$ cat src/rtl/i2s_rx_if.sv
// Signal bundle for the I2S receiver: serial pins from the codec and decoded stereo samples.
// The master modport is the receiver that produces samples; the slave modport drives the pins and reads the samples.
interface i2s_rx_if #(
    parameter int DATA_W = 24
);
    logic                     I2S_sclk;
    logic                     I2S_ws;
    logic                     I2S_data;
    logic signed [DATA_W-1:0] lft_chnnl;
    logic signed [DATA_W-1:0] rght_chnnl;
    logic                     vld;
    logic                     frm_err;

    modport master (
        input  I2S_sclk, I2S_ws, I2S_data,
        output lft_chnnl, rght_chnnl, vld, frm_err
    );

    modport slave (
        output I2S_sclk, I2S_ws, I2S_data,
        input  lft_chnnl, rght_chnnl, vld, frm_err
    );
endinterface

$ cat src/rtl/i2s_rx.sv
// I2S slave receiver: oversamples sclk/ws/data in the clk domain and decodes MSB-first stereo frames.
// A frame is published only after both channels are captured and both phases are long enough.
module i2s_rx #(
    parameter int DATA_W   = 24,
    parameter int MIN_BITS = 24
) (
    input  logic         clk,
    input  logic         rst,
    i2s_rx_if.master     bus
);
    localparam int CNT_W = $clog2(MIN_BITS + DATA_W + 1);
    localparam logic [CNT_W-1:0] CNT_MAX  = '1;
    localparam logic [CNT_W-1:0] LAST_BIT = CNT_W'(DATA_W - 1);
    localparam logic [CNT_W-1:0] MIN_CNT  = CNT_W'(MIN_BITS - 1);

    typedef enum logic [2:0] {SYNC, LEFT, WAIT_R, RIGHT, WAIT_L} state_t;

    logic [2:0] pin_raw;
    logic [2:0] pin_sync;
    assign pin_raw = {bus.I2S_sclk, bus.I2S_ws, bus.I2S_data};

    genvar gi;
    generate
        for (gi = 0; gi < 3; gi++) begin : g_sync
            logic meta_reg;
            logic sync_reg;
            always_ff @(posedge clk or posedge rst) begin
                if (rst) begin
                    meta_reg <= 1'b0;
                    sync_reg <= 1'b0;
                end else begin
                    meta_reg <= pin_raw[gi];
                    sync_reg <= meta_reg;
                end
            end
            assign pin_sync[gi] = sync_reg;
        end
    endgenerate

    logic                     sclk_d_reg;
    logic                     ws_prev_reg;
    state_t                   state_reg;
    logic [CNT_W-1:0]         cnt_reg;
    logic [DATA_W-1:0]        left_sr_reg;
    logic [DATA_W-1:0]        right_sr_reg;
    logic signed [DATA_W-1:0] lft_reg;
    logic signed [DATA_W-1:0] rght_reg;
    logic                     vld_reg;
    logic                     frm_err_reg;
    logic                     upd_pending_reg;

    logic             sclk_rise;
    logic             ws_smp;
    logic             data_smp;
    logic             ws_edge;
    logic [CNT_W-1:0] cnt_inc;
    logic             phase_ok;

    assign sclk_rise = pin_sync[2] & ~sclk_d_reg;
    assign ws_smp    = pin_sync[1];
    assign data_smp  = pin_sync[0];
    assign ws_edge   = sclk_rise && (ws_smp != ws_prev_reg);
    assign cnt_inc   = (cnt_reg == CNT_MAX) ? cnt_reg : cnt_reg + 1'b1;
    // cnt_reg counts rises after the phase-opening edge, so the closing edge makes the phase cnt_reg+1 long
    assign phase_ok  = (cnt_reg >= MIN_CNT);

    always_ff @(posedge clk or posedge rst) begin
        if (rst) begin
            sclk_d_reg      <= 1'b0;
            ws_prev_reg     <= 1'b0;
            state_reg       <= SYNC;
            cnt_reg         <= '0;
            left_sr_reg     <= '0;
            right_sr_reg    <= '0;
            lft_reg         <= '0;
            rght_reg        <= '0;
            vld_reg         <= 1'b0;
            frm_err_reg     <= 1'b0;
            upd_pending_reg <= 1'b0;
        end else begin
            sclk_d_reg      <= pin_sync[2];
            vld_reg         <= 1'b0;
            frm_err_reg     <= 1'b0;
            upd_pending_reg <= 1'b0;
            if (upd_pending_reg) begin
                lft_reg  <= left_sr_reg;
                rght_reg <= right_sr_reg;
                vld_reg  <= 1'b1;
            end
            if (sclk_rise) begin
                ws_prev_reg <= ws_smp;
                case (state_reg)
                    SYNC: begin
                        if (ws_edge && !ws_smp) begin
                            state_reg <= LEFT;
                            cnt_reg   <= '0;
                        end
                    end
                    LEFT: begin
                        // With minimum-length phases the LSB arrives on the edge that opens the next phase
                        if (ws_edge) begin
                            if (cnt_reg == LAST_BIT && phase_ok) begin
                                left_sr_reg <= {left_sr_reg[DATA_W-2:0], data_smp};
                                state_reg   <= RIGHT;
                                cnt_reg     <= '0;
                            end else begin
                                frm_err_reg <= 1'b1;
                                state_reg   <= SYNC;
                            end
                        end else begin
                            left_sr_reg <= {left_sr_reg[DATA_W-2:0], data_smp};
                            cnt_reg     <= cnt_inc;
                            if (cnt_reg == LAST_BIT) state_reg <= WAIT_R;
                        end
                    end
                    WAIT_R: begin
                        if (ws_edge) begin
                            if (phase_ok) begin
                                state_reg <= RIGHT;
                                cnt_reg   <= '0;
                            end else begin
                                frm_err_reg <= 1'b1;
                                state_reg   <= SYNC;
                            end
                        end else begin
                            cnt_reg <= cnt_inc;
                        end
                    end
                    RIGHT: begin
                        if (ws_edge) begin
                            if (cnt_reg == LAST_BIT && phase_ok) begin
                                right_sr_reg    <= {right_sr_reg[DATA_W-2:0], data_smp};
                                upd_pending_reg <= 1'b1;
                                state_reg       <= LEFT;
                                cnt_reg         <= '0;
                            end else begin
                                frm_err_reg <= 1'b1;
                                state_reg   <= SYNC;
                            end
                        end else begin
                            right_sr_reg <= {right_sr_reg[DATA_W-2:0], data_smp};
                            cnt_reg      <= cnt_inc;
                            if (cnt_reg == LAST_BIT) begin
                                upd_pending_reg <= 1'b1;
                                state_reg       <= WAIT_L;
                            end
                        end
                    end
                    WAIT_L: begin
                        if (ws_edge) begin
                            if (phase_ok) begin
                                state_reg <= LEFT;
                                cnt_reg   <= '0;
                            end else begin
                                frm_err_reg <= 1'b1;
                                state_reg   <= SYNC;
                            end
                        end else begin
                            cnt_reg <= cnt_inc;
                        end
                    end
                    default: state_reg <= SYNC;
                endcase
            end
        end
    end

    assign bus.lft_chnnl  = lft_reg;
    assign bus.rght_chnnl = rght_reg;
    assign bus.vld        = vld_reg;
    assign bus.frm_err    = frm_err_reg;
endmodule

$ cat src/flat_wrapper.sv
// flat-port wrapper written by rule: the top's interface ports become plain ports
module i2s_rx_flat 
#(
    parameter int DATA_W   = 24,
    parameter int MIN_BITS = 24
)
  (clk, rst, bus_I2S_sclk, bus_I2S_ws, bus_I2S_data, bus_lft_chnnl, bus_rght_chnnl, bus_vld, bus_frm_err);
  i2s_rx_if #(.DATA_W(DATA_W)) bus_i ();
  input  logic clk;
  input  logic rst;
  input wire logic [$bits(bus_i.I2S_sclk)-1:0] bus_I2S_sclk;
  input wire logic [$bits(bus_i.I2S_ws)-1:0] bus_I2S_ws;
  input wire logic [$bits(bus_i.I2S_data)-1:0] bus_I2S_data;
  output wire logic [$bits(bus_i.lft_chnnl)-1:0] bus_lft_chnnl;
  output wire logic [$bits(bus_i.rght_chnnl)-1:0] bus_rght_chnnl;
  output wire logic [$bits(bus_i.vld)-1:0] bus_vld;
  output wire logic [$bits(bus_i.frm_err)-1:0] bus_frm_err;
  assign bus_i.I2S_sclk = bus_I2S_sclk;
  assign bus_i.I2S_ws = bus_I2S_ws;
  assign bus_i.I2S_data = bus_I2S_data;
  assign bus_lft_chnnl = bus_i.lft_chnnl;
  assign bus_rght_chnnl = bus_i.rght_chnnl;
  assign bus_vld = bus_i.vld;
  assign bus_frm_err = bus_i.frm_err;
  i2s_rx #(.DATA_W(DATA_W), .MIN_BITS(MIN_BITS)) u_core (.clk(clk), .rst(rst), .bus(bus_i));
endmodule
$ cat config.mk
export PLATFORM = sky130hd
export DESIGN_NAME = i2s_rx_flat
export DESIGN_NICKNAME = d
export VERILOG_FILES = /design/src/rtl/i2s_rx_if.sv /design/src/rtl/i2s_rx.sv /design/src/flat_wrapper.sv
export SDC_FILE = /design/constraint.sdc
export NUM_CORES = 1
export LEC_CHECK = 0
export CORE_MARGIN = 5
export CORE_UTILIZATION = 36
export CTS_BUF_LIST = sky130_fd_sc_hd__clkbuf_4 sky130_fd_sc_hd__clkbuf_8 sky130_fd_sc_hd__clkbuf_16
export CTS_CLUSTER_DIAMETER = 200
export DETAILED_ROUTE_END_ITERATION = 16
export DONT_BUFFER_PORTS = 1
export HOLD_SLACK_MARGIN = 0.06
export PLACE_DENSITY = 0.51
export SYNTH_ARGS = -nofsm -noshare
export SYNTH_HDL_FRONTEND = slang
export SYNTH_SLANG_ARGS = --single-unit
$ cat constraint.sdc
create_clock -name clk -period 8.05 [get_ports clk]
set_clock_uncertainty 0.1 [all_clocks]
set_input_delay 0.4025 -clock clk [delete_from_list [all_inputs] [get_ports clk]]
set_output_delay 0.4025 -clock clk [all_outputs]
set_load 0.03 [all_outputs]
Word-level counts from Yosys, hierarchy flattened:

Index checks and enable logic that the tools add are counted.

* memories kept: 0
* bits of input ports: 5
* ROM bits: 0
* flip-flop bits (word level): 116
* logic and storage cells: 83
* latch bits: 0
* output and inout port bits: 50
* bits in writable memories: 0

* magnitude comparators: 1
* bitwise operators: 2
* equality and inequality tests: 15
* $add $sub $neg: 1
* mux-type cells: 35
* divide/modulo/power cells: 0
* multiply operators: 0
* reduce and logical (&&, ||, !) cells: 12
* shift operators: 0

Operator list (number)
* 24-bit two-way mux: 4
* 6-bit two-way mux: 6
* 3-bit two-way mux: 7
* 6-bit case mux with 3 select lines: 1
* 3-bit case mux with 5 select lines: 1
* 1-bit two-way mux: 13
* 6-bit by 1-bit adder with 6-bit output, second input constant: 1
* 3-bit by 2-bit == test with 1-bit output, second input constant: 2
* 6-bit by 5-bit == test with 1-bit output, second input constant: 1
* 6-bit == test, second input constant: 1
* 6-bit by 5-bit greater-or-equal comparator with 1-bit output, second input constant: 1
* 2-bit by 1-bit inequality test with 1-bit output, second input constant: 3
* 3-bit by 1-bit inequality test with 1-bit output, second input constant: 2
* 3-bit inequality test, second input constant: 2
* 3-bit AND reduction: 2
* 6-bit AND reduction: 1
* 5-bit AND reduction: 1
* 2-bit two-way mux: 2
* 2-bit OR reduction: 2
* 3-bit by 1-bit == test with 1-bit output, second input constant: 1
* 3-bit == test, second input constant: 1
* 1-bit logical AND: 3
* 3-bit zero test: 1
* 3-bit nonzero test: 1
* other kinds (6): 6

Logic depth before layout (Yosys ltp):

Gate-level depths: netlist of run 1.

* depth after elaboration: 6
* gate-level depth with buffers: 7
* gate-level depth less buffers: 6

Worst setup path after synthesis of run 1:

OpenSTA, ideal clock, no wires.

* path type: flip-flop to flip-flop
* from: reg u_core.cnt_reg[0]
* to: reg u_core.left_sr_reg[0]
* path slack: 6.016 ns
* cell stages (with the launch flop): 8
* path buffers: 1
* data required time: 7.825 ns
* library setup time: 0.125 ns
* period minus slack after synthesis: 2.034 ns
* arrival: 1.809 ns
* cells stage by stage: dfrtp_1 ha_1 nand4b_4 o211ai_4 nand2b_2 nor3_4 buf_6 mux2_2

* word-level cells in the longest chain between the ends: 4
* elaborated cells on any way between the ends: 5
* classes of those cells: order compare: 1; eq/ne: 2; reduce/logical: 2

RTL lines
* from (decl): RTL line i2s_rx.sv:43 `logic [CNT_W-1:0] cnt_reg;`
* from (signal assigned): RTL line i2s_rx.sv:112 `cnt_reg <= cnt_inc;`
* from (signal assigned): RTL line i2s_rx.sv:126 `cnt_reg <= cnt_inc;`
* from (signal assigned): RTL line i2s_rx.sv:142 `cnt_reg <= cnt_inc;`
* 6-bit by 5-bit greater-or-equal comparator with 1-bit output / 6-bit by 5-bit == test with 1-bit output (equally long branches): RTL line i2s_rx.sv:65, i2s_rx.sv:102
* 1-bit logical AND *: RTL line i2s_rx.sv:102 `if (cnt_reg == LAST_BIT && phase_ok) begin`
* 2-bit inequality test (no source line) *
* 3-bit AND reduction (no source line) *
* to (signal assigned): RTL line i2s_rx.sv:103 `left_sr_reg <= {left_sr_reg[DATA_W-2:0], data_smp};`
* to (signal assigned): RTL line i2s_rx.sv:111 `left_sr_reg <= {left_sr_reg[DATA_W-2:0], data_smp};`
* to (decl): RTL line i2s_rx.sv:44 `logic [DATA_W-1:0] left_sr_reg;`

Every way passes the cells marked *; elsewhere a longest branch is shown, timed or not.
A chain may end at the register's enable or synchronous reset.

Final worst setup path of run 1:

* from: reg u_core.cnt_reg[0]
* to: reg u_core.left_sr_reg[15]

Same word-level chain as after synthesis.

==> results.py, run 1 <==
metrics = {
    "status": {
        "result_of_the_run": "completed",
    },
    "layout": {
        "fraction_of_layout_instances_using_a_drive_strength_above_1_pct": 43.8,
        "nets": 314,
        "fill_cells": 1185,
        "area_delta_synth_final_pct": 16.2,
        "register_area_um2": 2900,
        "finish.instance_area_um2": 5380,
        "diodes": 0,
        "multi_input_comb_area_um2": 1630,
    },
    "setup_path": {
        "setup.reg_to_reg.worst_slack_ns": 5.38,
        "worstPathRequired_ns": 8.23,
        "crit_path_top_delay_cell": "sky130_fd_sc_hd__nor3_4",
        "worstPathArrival_ns": 2.86,
        "reg2reg_depth": 6,
        "cp-start-kind": "register",
        "critical_path.reg2reg.endpoint": "u_core.left_sr_reg[15]",
        "critPathMaxStageDelay_ns": 0.84,
        "criticalPathCategory": "reg2reg",
        "critical_path.endpoint_type": "register",
        "path_delay_family": "simple AND/OR/NAND/NOR gates",
        "crit_chain": "ha_1, nand4b_4, o211ai_4, nand2b_2, nor3_4, mux2_2",
        "r2r-start": "u_core.cnt_reg[0]",
        "critical_path_peak_fanout": 24,
        "critical_path_buf_inv_count": 0,
    },
    "clock_network": {
        "h-tree-depth": 4,
        "clock_sinks": 116,
        "clock_tree_root_driver_cell": "sky130_fd_sc_hd__clkbuf_16",
        "post_cts_buffers": 0,
        "clock_latency_ns": 0.40,
        "clock_path_buffers": 2,
        "clkTransAtPathRegs_ns": 0.05,
        "cts_tree": "done",
        "cts_made_buffers": 17,
    },
    "logic_synthesis": {
        "synth-edff-count": 0,
        "synthTopCellsByArea": "sky130_fd_sc_hd__dfrtp_1 (63%), sky130_fd_sc_hd__mux2_2 (22%), sky130_fd_sc_hd__mux2_4 (1.9%)",
        "yosysTopAreaCellShare_pct": 62.7,
        "yosys.area.top_type": "sky130_fd_sc_hd__dfrtp_1",
        "synthDistinctLibCells": 46,
        "seq_area_frac_synth_pct": 62.7,
        "synth.top_cells.by_count": "sky130_fd_sc_hd__dfrtp_1 (116), sky130_fd_sc_hd__mux2_2 (89), sky130_fd_sc_hd__nand2_1 (8), sky130_fd_sc_hd__nor2_1 (7)",
        "synth_seq_cells": 116,
        "syn_avg_cell_area_um2": 15.6,
        "synth_ff_type": "sky130_fd_sc_hd__dfrtp_1",
        "asyncSetResetFlopFracSynth_pct": 100,
        "yosys.cell_count.top_type": "sky130_fd_sc_hd__dfrtp_1",
        "synth_area_um2": 4630,
        "postSynthCellCount": 296,
        "yosys_warning_total": 0,
        "synth_nets": 302,
    },
    "timing": {
        "grt_setup_unrepaired": "false",
        "timing_max_transition_violations_final": 0,
        "finalCritPeriodShare_pct": 33.2,
        "hold_violations": 0,
        "timing.final.crit_period_ns": 2.67,
        "fin_tns_setup_ns": 0,
        "setup-violations-final": 0,
        "slew_headroom_pct": 25.0,
        "worst-slew-pin-transition_ns": 1.13,
        "max_clock_freq_mhz": 374,
    },
    "route": {
        "post_route_drc_violation_count": 0,
        "drt-vias-per-instance": 4.81,
        "top_layer": "met4",
        "met3RoutedLength_um": 530,
        "route.met2.wl_mm": 3.52,
        "first_iter_violations": 163,
        "routed_wirelength_normalized_by_instance_count_um": 15.5,
        "routed_wirelength_mm": 7.61,
        "detail_route.first_pass.iterations": 4,
        "detailroute.via_count": 2367,
        "met1_length_mm": 3.42,
        "final_antenna_net_count": 0,
    },
    "global_route": {
        "grt_pass1_vias": 2430,
        "grtUsageTotal_pct": 11.1,
        "largest_net_degree_at_the_start_of_global_routing": 73,
        "antenna_found_initial": 0,
        "wire_length_of_the_first_global_routing_pass_mm": 12.8,
        "grt_overflow_total": 0,
    },
    "worst_hold_path": {
        "hold_depth": 0,
        "hold_path_end": "u_core.g_sync[1].sync_reg",
        "min_path_type": "reg2reg",
        "hold_path.startpoint": "u_core.g_sync[1].meta_reg",
    },
    "place": {
        "placed_area_um2": 4770,
        "place.port_buffers": 0,
        "dp_hpwl_mm": 4.67,
        "gpl.final_weighted_congestion": 0.806,
    },
    "pwr": {
        "maximum_vdd_ir_drop_v": 0.000102,
        "power.density_nw_per_um2": 288,
        "total_leakage_power_nw": 2.61,
    },
    "die": {
        "dieArea_um2": 15200,
        "design.core.area_um2": 12600,
        "die_w_um": 123,
        "floorplan.io_pins": 55,
        "die_height_um": 123,
        "core.rowCount": 41,
        "initial_utilization_pct": 36.7,
    },
    "job": {
        "max_cap_viol_count": 0,
    },
}
## cells in the final DEF, fill, tap and decap left out, types with 3 or more instances in the layout
| cell | netlist | final |
|---|---|---|
| sky130_fd_sc_hd__mux2_4 | 6 | 6 |
| sky130_fd_sc_hd__clkbuf_4 | 0 | 5 |
| sky130_fd_sc_hd__dfrtp_1 | 116 | 115 |
| sky130_fd_sc_hd__nand2_1 | 8 | 8 |
| sky130_fd_sc_hd__nand2b_1 | 3 | 3 |
| sky130_fd_sc_hd__a21oi_1 | 4 | 4 |
| sky130_fd_sc_hd__nor2_1 | 7 | 7 |
| sky130_fd_sc_hd__dlygate4sd3_1 | 0 | 4 |
| sky130_fd_sc_hd__clkinv_2 | 0 | 4 |
| sky130_fd_sc_hd__nor3_1 | 3 | 3 |
| sky130_fd_sc_hd__a211o_1 | 4 | 4 |
| sky130_fd_sc_hd__clkbuf_8 | 0 | 4 |
| sky130_fd_sc_hd__mux2_2 | 89 | 89 |
| sky130_fd_sc_hd__clkbuf_16 | 0 | 17 |
## cells by family after synthesis
group / count (synthesis) / synth area share, %
flip-flops: 116 / 62.7
multiplexers: 99 / 24.5
AO/OA/AOI/OAI: 27 / 5.02
buffers and inverters: 15 / 2.05
AND/OR/NAND/NOR: 37 / 5.13
adder cells (fa/ha/maj): 1 / 0.270
XOR/XNOR: 1 / 0.351
## metrics by stage
stage | util (%) | cells | setup WS (ns) | hold WS [ns] | total power [mW]
after floorplan | - | 296 | 4.48 | 0.231 | 0.820
after global placement | 37.8 | 457 | 5.42 | 0.235 | 0.848
after detailed placement | 37.8 | 457 | 5.35 | 0.237 | 0.850
after CTS | 42.7 | 492 | 5.34 | 0.249 | 1.58
after global routing | 42.7 | 492 | 5.21 | 0.259 | 1.63
final | 42.7 | 492 | 5.38 | 0.246 | 1.55
## layout make-up
type | instances | share of cell area [%]
Sequential cell | 116 | 54.0
Multi-Input combinational cell | 165 | 30.4
Clock buffer | 26 | 9.62
Tap cell | 172 | 4.00
Clock inverter | 5 | 0.930
Timing Repair Buffer | 5 | 0.883
Inverter | 3 | 0.256
## worst reg2reg max path: stages, from the launching register on
cell and delay, ns:
sky130_fd_sc_hd__dfrtp_1 0.38, sky130_fd_sc_hd__ha_1 0.29, sky130_fd_sc_hd__nand4b_4 0.15, sky130_fd_sc_hd__o211ai_4 0.26
sky130_fd_sc_hd__nand2b_2 0.12, sky130_fd_sc_hd__nor3_4 0.84, sky130_fd_sc_hd__mux2_2 0.43
## worst max-delay path by stage
stage                            startpoint                      to  slack, ns  cells after the start
final                     u_core.cnt_reg[0]  u_core.left_sr_reg[15]       5.38                      6
after global routing      u_core.cnt_reg[0]   u_core.left_sr_reg[1]       5.21                      6
after CTS                 u_core.cnt_reg[0]   u_core.left_sr_reg[1]       5.34                      6
after detailed placement  u_core.cnt_reg[0]  u_core.left_sr_reg[21]       5.35                      6
after global placement    u_core.cnt_reg[0]  u_core.left_sr_reg[13]       5.42                      6
after floorplan                         rst      u_core.bus.frm_err       4.48                      1
## power breakdown
| part | switching [mW] | internal, mW | total, mW |
|---|---|---|---|
| Clock | 0.242 | 0.470 | 0.711 |
| Sequential | 0.0485 | 0.626 | 0.675 |
| Combinational | 0.0841 | 0.0807 | 0.165 |
| Total | 0.374 | 1.18 | 1.55 |
## metal layers
layer  up-vias  global-route usage [%]
met3        11                    5.03
li1       1092                       -
met4         0                    5.81
met1      1214                    13.9
met5         -                       0
met2        50                    16.2
## timing repair
item	in CTS	in global routing
hold buffers	4	0
gates resized for setup	0	0
endpoints found under the hold margin	47	0
No activity file was read; power rests on OpenSTA's default activity.
==> run 2, diff against run 1 <==
--- a/config.mk
+++ b/config.mk
@@ -5,6 +5,7 @@
 export SDC_FILE = /design/constraint.sdc
 export NUM_CORES = 1
 export LEC_CHECK = 0
+export ABC_AREA = 1
 export CORE_MARGIN = 5
 export CORE_UTILIZATION = 36
 export CTS_BUF_LIST = sky130_fd_sc_hd__clkbuf_4 sky130_fd_sc_hd__clkbuf_8 sky130_fd_sc_hd__clkbuf_16
@@ -12,7 +13,7 @@
 export DETAILED_ROUTE_END_ITERATION = 16
 export DONT_BUFFER_PORTS = 1
 export HOLD_SLACK_MARGIN = 0.06
-export PLACE_DENSITY = 0.51
+export PLACE_DENSITY = 0.53
 export SYNTH_ARGS = -nofsm -noshare
 export SYNTH_HDL_FRONTEND = slang
 export SYNTH_SLANG_ARGS = --single-unit
==> constraint.sdc (replaced) <==
create_clock -name clk -period 2.4 [get_ports clk]
set_clock_uncertainty 0.1 [all_clocks]
set_input_delay 0.12 -clock clk [delete_from_list [all_inputs] [get_ports clk]]
set_output_delay 0.12 -clock clk [all_outputs]
set_load 0.03 [all_outputs]
==> results.py, run 2 <==
metrics = {
    "logic_synthesis": {
        "synthDistinctLibCells": 26,
        "asyncSetResetFlopFracSynth_pct": 100,
        "yosys_warning_total": 0,
        "seq_area_frac_synth_pct": 61.9,
        "synth-edff-count": 0,
        "synthTopCellsByArea": "sky130_fd_sc_hd__dfrtp_1 (62%), sky130_fd_sc_hd__nand2_1 (7.5%), sky130_fd_sc_hd__nor2_1 (5.1%)",
        "yosys.area.top_type": "sky130_fd_sc_hd__dfrtp_1",
        "synth.top_cells.by_count": "sky130_fd_sc_hd__dfrtp_1 (116), sky130_fd_sc_hd__nand2_1 (94), sky130_fd_sc_hd__nor2_1 (64), sky130_fd_sc_hd__inv_1 (55), sky130_fd_sc_hd__a21oi_1 (37)",
        "synth_nets": 486,
        "postSynthCellCount": 480,
        "yosys.cell_count.top_type": "sky130_fd_sc_hd__dfrtp_1",
        "synth_seq_cells": 116,
        "synth_ff_type": "sky130_fd_sc_hd__dfrtp_1",
        "synth_area_um2": 4690,
        "yosysTopAreaCellShare_pct": 61.9,
        "syn_avg_cell_area_um2": 9.77,
    },
    "setup_path": {
        "worstPathArrival_ns": 2.19,
        "r2r-start": "u_core.cnt_reg[0]",
        "critical_path.endpoint_type": "register",
        "reg2reg_depth": 8,
        "worstPathRequired_ns": 2.58,
        "cp-start-kind": "register",
        "setup.reg_to_reg.worst_slack_ns": 0.39,
        "critical_path.reg2reg.endpoint": "u_core.right_sr_reg[22]",
        "critical_path_peak_fanout": 48,
        "timing.critical_path.from": "u_core.cnt_reg[0]",
        "criticalPathCategory": "reg2reg",
    },
    "timing": {
        "timing.final.crit_period_ns": 2.01,
        "fin_tns_setup_ns": 0,
        "setup-violations-final": 0,
        "finalCritPeriodShare_pct": 83.8,
        "grt_setup_unrepaired": "false",
        "hold_violations": 0,
        "worst-slew-pin-transition_ns": 0.742,
        "timing_max_transition_violations_final": 0,
        "max_clock_freq_mhz": 497,
        "slew_headroom_pct": 50.5,
    },
    "die": {
        "design.core.area_um2": 12700,
        "die_height_um": 124,
        "initial_utilization_pct": 36.9,
        "die_w_um": 124,
        "dieArea_um2": 15400,
        "floorplan.io_pins": 55,
        "core.rowCount": 41,
    },
    "route": {
        "routed_wirelength_normalized_by_instance_count_um": 12.3,
        "drt-vias-per-instance": 4.53,
        "first_iter_violations": 210,
        "routed_wirelength_mm": 8.24,
        "final_antenna_net_count": 0,
        "detailroute.via_count": 3043,
        "post_route_drc_violation_count": 0,
        "detail_route.first_pass.iterations": 5,
    },
    "layout": {
        "commonest_non_fill_non_tap_cell_in_the_layout": "sky130_fd_sc_hd__dfrtp_1",
        "diodes": 0,
        "fraction_of_layout_instances_using_a_drive_strength_above_1_pct": 15.4,
        "final_util_pct": 43.0,
        "nets": 495,
        "stdcell_count": 672,
        "most-common-layout-cells": "sky130_fd_sc_hd__dfrtp_1 (115), sky130_fd_sc_hd__nand2_1 (94), sky130_fd_sc_hd__nor2_1 (64)",
        "area_delta_synth_final_pct": 16.8,
    },
    "place": {
        "gpl.final_weighted_congestion": 0.825,
        "dp_hpwl_mm": 5.34,
        "place.port_buffers": 0,
        "post-place-cells": 638,
    },
    "clock_network": {
        "h-tree-depth": 4,
        "post_cts_buffers": 0,
        "cts_tree": "done",
        "cts_made_buffers": 17,
        "clock_path_buffers": 2,
        "post_cts.resized_instances": 0,
        "holdBufCountCts": 4,
        "clock_latency_ns": 0.41,
        "clkTransAtPathRegs_ns": 0.05,
        "clock_tree_root_driver_cell": "sky130_fd_sc_hd__clkbuf_16",
        "clock_sinks": 116,
    },
    "global_route": {
        "grtUsageTotal_pct": 11.9,
        "wire_length_of_the_first_global_routing_pass_mm": 14.1,
        "largest_net_degree_at_the_start_of_global_routing": 61,
        "grt_overflow_total": 0,
        "antenna_found_initial": 0,
        "grt_pass1_vias": 2962,
    },
    "worst_hold_path": {
        "hold_depth": 1,
        "min_path_type": "in2reg",
        "hold_path.startpoint": "bus_I2S_sclk",
        "hold_path_end": "u_core.g_sync[2].meta_reg",
    },
    "pwr": {
        "total_leakage_power_nw": 2.64,
        "power.density_nw_per_um2": 963,
        "power_mw": 5.27,
        "maximum_vdd_ir_drop_v": 0.000374,
    },
    "job": {
        "max_cap_viol_count": 0,
    },
    "status": {
        "result_of_the_run": "completed",
    },
}
[run 2: kinds of logic (layout without fill, tap and decap cells)]
| family | Yosys count | count (layout) | synth area share, % |
|---|---|---|---|
| buf+inv | 75 | 95 | 7.15 |
| simple gates | 185 | 185 | 16.5 |
| flops | 116 | 116 | 61.9 |
| mux | 11 | 11 | 2.64 |
| fa+ha+maj | 1 | 1 | 0.267 |
| compound gates | 89 | 89 | 11.0 |
| xor+xnor | 3 | 3 | 0.560 |
[run 2: how the worst max path moves through the flow]
stage	end	cells after the start
2_1_floorplan	u_core.bus.frm_err	1
3_3_place_gp	u_core.right_sr_reg[18]	8
3_5_place_dp	u_core.right_sr_reg[18]	8
4_1_cts	u_core.right_sr_reg[20]	8
5_1_grt	u_core.right_sr_reg[20]	8
6_report	u_core.right_sr_reg[22]	8
[run 2: stage by stage]
step / setup WS (ns) / instance area [µm²] / hold slack [ns]
after CTS: 0.355 / 5480 / 0.144
after floorplan: 0.767 / 4690 / 0.0514
after global routing: 0.119 / 5480 / 0.153
after detailed placement: 0.368 / 4860 / 0.0515
after global placement: 0.437 / 4860 / 0.0515
final: 0.389 / 5480 / 0.168
[run 2: critical path: stages, from the launching register on]
cell                      delay, ns
sky130_fd_sc_hd__dfrtp_1       0.38
sky130_fd_sc_hd__ha_1          0.21
sky130_fd_sc_hd__nand2_2       0.09
sky130_fd_sc_hd__nor2_2        0.10
sky130_fd_sc_hd__nand2_2       0.12
sky130_fd_sc_hd__nand2_4       0.12
sky130_fd_sc_hd__nand3_4       0.42
sky130_fd_sc_hd__nor2_1        0.28
sky130_fd_sc_hd__a21oi_2       0.04
[run 2: layout make-up]
type	count	area, µm²
Fill cell	1259	7250
Sequential cell	116	2900
Multi-Input combinational cell	289	1450
Clock buffer	26	531
Tap cell	172	215
Inverter	56	214
Timing Repair Buffer	9	115
Clock inverter	4	45.0
[run 2: routing by layer]
metal / global-route usage (%) / part of all wire, %
met4: 6.16 / 1.5
met1: 14.8 / 45
met3: 5.00 / 6.4
met5: 0 / 0
met2: 17.8 / 47
[run 2: power breakdown]
part | switching (mW) | internal, mW
logic | 0.413 | 0.208
clock network | 0.802 | 1.60
registers | 0.110 | 2.14
